===== config.mk =====
export PLATFORM = sky130hd
export DESIGN_NAME = mult_hilo_ctrl
export DESIGN_NICKNAME = d
export VERILOG_FILES = /design/src/rtl/mult_hilo_ctrl_pkg.sv /design/src/rtl/mult_hilo_ctrl_mult.sv /design/src/rtl/mult_hilo_ctrl.sv
export SDC_FILE = /design/constraint.sdc
export NUM_CORES = 1
export LEC_CHECK = 0
export BUFFER_PORTS_ARGS = -buffer_cell sky130_fd_sc_hd__buf_2
export CAP_MARGIN = 20
export CORE_UTILIZATION = 60
export CTS_CLUSTER_SIZE = 20
export DETAILED_ROUTE_END_ITERATION = 8
export GPL_ROUTABILITY_DRIVEN = 0
export GPL_TIMING_DRIVEN = 0
export PLACE_DENSITY = 0.75
export SLEW_MARGIN = 40
export SYNTH_ARGS = -nofsm -noshare
export SYNTH_HDL_FRONTEND = slang
export SYNTH_SLANG_ARGS = --single-unit

===== constraint.sdc =====
create_clock -name clk -period 61.2 [get_ports clk]
set_input_delay 12.24 -clock clk [delete_from_list [all_inputs] [get_ports clk]]
set_output_delay 12.24 -clock clk [all_outputs]
set_load 0.01 [all_outputs]

===== src/rtl/mult_hilo_ctrl_pkg.sv =====
// Shared types and constants for the HI/LO multiply control stage.
// Also holds the sign-magnitude helper used on operand capture.
package mult_hilo_ctrl_pkg;

    localparam int OP_W   = 16;
    localparam int PROD_W = 32;

    typedef enum logic {
        ST_IDLE   = 1'b0,
        ST_SETTLE = 1'b1
    } state_t;

    // |v| when v is a negative two's-complement value and signed mode is on.
    // |-32768| = 0x8000 still fits in the unsigned 16-bit magnitude.
    function automatic logic [OP_W-1:0] mag_of(input logic [OP_W-1:0] v,
                                               input logic            sgn);
        return (sgn && v[OP_W-1]) ? (~v + OP_W'(1)) : v;
    endfunction

endpackage


===== src/rtl/mult_hilo_ctrl_mult.sv =====
// Combinational 16x16 unsigned array multiplier.
// The result ripples through shifted partial-product rows.
module mult
    import mult_hilo_ctrl_pkg::*;
(
    input  logic [OP_W-1:0]   A,
    input  logic [OP_W-1:0]   B,
    output logic [PROD_W-1:0] result
);

    logic [PROD_W-1:0] w_acc;
    logic [PROD_W-1:0] w_a_ext;

    assign w_a_ext = {{(PROD_W-OP_W){1'b0}}, A};

    always_comb begin
        w_acc = '0;
        for (int i = 0; i < OP_W; i++) begin
            if (B[i]) w_acc = w_acc + (w_a_ext << i);
        end
    end

    assign result = w_acc;

endmodule


===== src/rtl/mult_hilo_ctrl.sv =====
// Multiply control: captures operands, waits for the array to settle,
// then writes the (sign-corrected) product into HI/LO.
module mult_hilo_ctrl
    import mult_hilo_ctrl_pkg::*;
#(
    parameter int SETTLE_CYCLES = 4,
    parameter int CNT_W         = 4
) (
    input  logic            clk,
    input  logic            rst_n,
    input  logic            start,
    input  logic            is_signed,
    input  logic [OP_W-1:0] op_a,
    input  logic [OP_W-1:0] op_b,
    input  logic            wr_hi,
    input  logic            wr_lo,
    input  logic [OP_W-1:0] wr_data,
    output logic            ready,
    output logic            busy,
    output logic            done,
    output logic [OP_W-1:0] hi,
    output logic [OP_W-1:0] lo
);

    state_t             r_state;
    state_t             w_state_nxt;
    logic [CNT_W-1:0]   r_cnt;
    logic [OP_W-1:0]    r_mag_a;
    logic [OP_W-1:0]    r_mag_b;
    logic               r_neg;
    logic               r_done;
    logic [OP_W-1:0]    r_hi;
    logic [OP_W-1:0]    r_lo;
    logic               w_accept;
    logic               w_capture;
    logic [PROD_W-1:0]  w_prod;
    logic [PROD_W-1:0]  w_result;

    mult u_mult (
        .A      (r_mag_a),
        .B      (r_mag_b),
        .result (w_prod)
    );

    assign w_result = r_neg ? (~w_prod + PROD_W'(1)) : w_prod;

    always_ff @(posedge clk or negedge rst_n) begin
        if (!rst_n) r_state <= ST_IDLE;
        else        r_state <= w_state_nxt;
    end

    always_comb begin
        w_state_nxt = r_state;
        w_accept    = 1'b0;
        w_capture   = 1'b0;
        case (r_state)
            ST_IDLE: begin
                if (start) begin
                    w_accept    = 1'b1;
                    w_state_nxt = ST_SETTLE;
                end
            end
            ST_SETTLE: begin
                if (r_cnt == '0) begin
                    w_capture   = 1'b1;
                    w_state_nxt = ST_IDLE;
                end
            end
            default: w_state_nxt = ST_IDLE;
        endcase
    end

    always_ff @(posedge clk or negedge rst_n) begin
        if (!rst_n) begin
            r_cnt   <= '0;
            r_mag_a <= '0;
            r_mag_b <= '0;
            r_neg   <= 1'b0;
            r_done  <= 1'b0;
            r_hi    <= '0;
            r_lo    <= '0;
        end else begin
            r_done <= w_capture;
            if (w_accept) begin
                r_mag_a <= mag_of(op_a, is_signed);
                r_mag_b <= mag_of(op_b, is_signed);
                r_neg   <= is_signed & (op_a[OP_W-1] ^ op_b[OP_W-1]);
                r_cnt   <= CNT_W'(SETTLE_CYCLES - 1);
            end else if (r_state == ST_SETTLE && r_cnt != '0) begin
                r_cnt <= r_cnt - CNT_W'(1);
            end
            // MTHI/MTLO only land in IDLE; a capture later overwrites them.
            if (w_capture) begin
                {r_hi, r_lo} <= w_result;
            end else if (r_state == ST_IDLE) begin
                if (wr_hi) r_hi <= wr_data;
                if (wr_lo) r_lo <= wr_data;
            end
        end
    end

    assign ready = (r_state == ST_IDLE);
    assign busy  = ~ready;
    assign done  = r_done;
    assign hi    = r_hi;
    assign lo    = r_lo;

endmodule


==> results.json <==
{
  "seq_area_frac_synth": 0.0842,
  "max_stage_delay_ns": 0.94,
  "timing.final.crit_share": 0.446,
  "numCtsBuffers": 9,
  "ff2ff_path_depth": 111,
  "final_max_slew_viol_count": 0,
  "fp.dieH_um": 190,
  "rr_startpoint": "r_mag_a[1]",
  "min_to": "lo[4]",
  "ys_ff_latch": 71,
  "drc": 0,
  "fmax_ghz": 0.0366,
  "cts_tree": "done",
  "io_pins": 89,
  "grt_usage": 0.427,
  "grt_pass1_vias": 23000,
  "crit_required_ns": 61.41,
  "yosysWarnings": 0,
  "grt_setup_unrepaired": "false",
  "cts_max_path_buffers": 2,
  "hpwl_um": 62400,
  "area_growth_pct": 6.74,
  "status": "complete, no violations",
  "critPathKind": "register to register",
  "finalHoldViolCount": 0,
  "fill_cells": 3183,
  "syn_area_per_cell_um2": 7.05,
  "ys.flop_type": "dfrtp_1",
  "r2r_setup_slack_ns": 33.88,
  "rows": 68,
  "synth.most_common_cell": "nand2_1",
  "worstPathMaxFanout": 16,
  "r2r_end": "hi[14]",
  "min_period_ns": 27.32,
  "fp.dieW_um": 190,
  "grt_max_degree": 60,
  "vias": 25000,
  "ys_types": 108,
  "cp_data_arrival_time_ns": 27.53,
  "syn-cell-area_um2": 21100,
  "critPathMostFrequentCell": "ha_1",
  "antenna_found_initial": 1,
  "cap_violations": 0,
  "critPathSlowestCell": "dfrtp_1",
  "finalClockSkew_ns": 0.00818,
  "wire_per_inst_um": 22.3,
  "avgViaCountPerCell": 7.02,
  "path_delay_family": "compound AO/OA/AOI/OAI gates",
  "ctsHoldBuffers": 0,
  "clock-sinks": 71,
  "slew-limit-headroom": 0.345,
  "synth_cells": 2993,
  "cts-root-buf": "clkbuf_16",
  "antenna_left": 0,
  "io_buffers": 86,
  "setup_viol_count_final": 0,
  "grt_overflow": 0,
  "crit_path_start_kind": "register",
  "netlist_top_cells_count": "nand2_1 (339), nor2_1 (272), ha_1 (261)",
  "max_slew.worst_pin.slew_ns": 0.975,
  "start_util": 0.611,
  "hold_class": "register to register",
  "setup-tns-final_ns": 0,
  "cts-resized-gates": 0,
  "h-tree-depth": 3,
  "dieArea_um2": 35900,
  "worst-path-buf-inv": 7,
  "drive_gt1_frac": 0.0862,
  "fp.coreArea_um2": 34500,
  "clk-insertion-delay-late_ns": 0.34,
  "drtIter0Drc": 2867,
  "synth_edf_count": 0,
  "nets": 3422,
  "yosysTopAreaCell": "ha_1",
  "synthArstFlopShare": 1.00,
  "syn_nets": 3322,
  "yosys.area.top_type_share": 0.155,
  "firstDrtPassIters": 8,
  "holdPathStages": 2,
  "grt_first_pass_wirelength_um": 123000,
  "synthTopCellsByArea": "ha_1 (15%), dfrtp_1 (8.4%), nand2_1 (6.0%)",
  "clk_pin_slew_ns": 0.07,
  "min-delay-start": "lo[4]",
  "cp-end-kind": "register",
  "wl_um": 79400,
  "post_cts_buffers": 0
}
## layout by cell type (no fill, tap or decap), types with 85 or more instances in the layout
| cell type | instances |
|---|---|
| nand2_1 | 339 |
| nor2_1 | 271 |
| ha_1 | 261 |
| a21oi_1 | 254 |
| o21ai_0 | 240 |
| xnor2_1 | 112 |
| inv_1 | 106 |
| buf_2 | 104 |
| clkbuf_1 | 85 |
## through the flow
step / area [um^2] / setup WS (ns) / instances / util / hold slack [ns]
3_3_place_gp: 22100 / 34.94 / 3534 / 0.640 / 0.463
4_1_cts: 22500 / 34.70 / 3553 / 0.652 / 0.481
2_1_floorplan: 21100 / 39.65 / 2993 / - / 0.458
3_5_place_dp: 22200 / 34.85 / 3537 / 0.644 / 0.467
5_1_grt: 22500 / 32.39 / 3554 / 0.652 / 0.498
6_report: 22500 / 33.88 / 3555 / 0.652 / 0.476
## state kept, by name, summed over array words and instances, names as in the netlist
name	cells
busy	1
r_neg	1
r_mag_b	16
r_mag_a	16
hi	16
r_cnt	4
done	1
lo	16
## kinds of logic (layout without fill, tap and decap cells)
kind of cell,Yosys count,count (layout),share of synthesized area
AO/OA/AOI/OAI,1081,1081,0.344
XOR/XNOR,188,188,0.0780
adder cells (fa/ha/maj),275,275,0.168
buffers and inverters,232,337,0.0429
flip-flops,71,71,0.0842
multiplexers,75,75,0.0376
other,0,2,0
AND/OR/NAND/NOR,1071,1071,0.245
## worst max path at each step
stage | to | slack [ns] | depth (start not counted) | startpoint
after CTS | hi[14] | 34.70 | 111 | r_mag_a[1]
after floorplan | hi[15] | 39.65 | 112 | r_mag_a[1]
after global placement | hi[14] | 34.94 | 106 | r_mag_a[11]
after global routing | hi[15] | 32.39 | 109 | r_mag_a[1]
after detailed placement | hi[14] | 34.85 | 111 | r_mag_a[1]
final | hi[14] | 33.88 | 111 | r_mag_a[1]
## cell type report
type                       instances  area [um^2]  area share
sequential                        71         1790      0.0796
multi-input combinational       2690        18500       0.819
clock inverter                     7         65.1     0.00289
timing repair buffer              89          519      0.0230
clock buffer                       9          225     0.00999
tap                              455          569      0.0253
buffer                           118          478      0.0212
inverter                         114          428      0.0190
antenna                            2         5.00    0.000222
## worst min-delay path: stages, from the launching register on
cell and delay (ns):
dfrtp_1 0.34, nand2_1 0.05, o21ai_0 0.06
## layer usage
layer	GRT usage	part of all wire	vias to the layer above
met5	0	0	-
met4	0.253	0.066	0
met3	0.0723	0.11	363
met2	0.666	0.43	1589
met1	0.550	0.39	11600
li1	-	-	11400
Power is left out: the tool's default activity adds up to more than one toggle a clock period on the data nets, which glitch-free logic cannot reach.
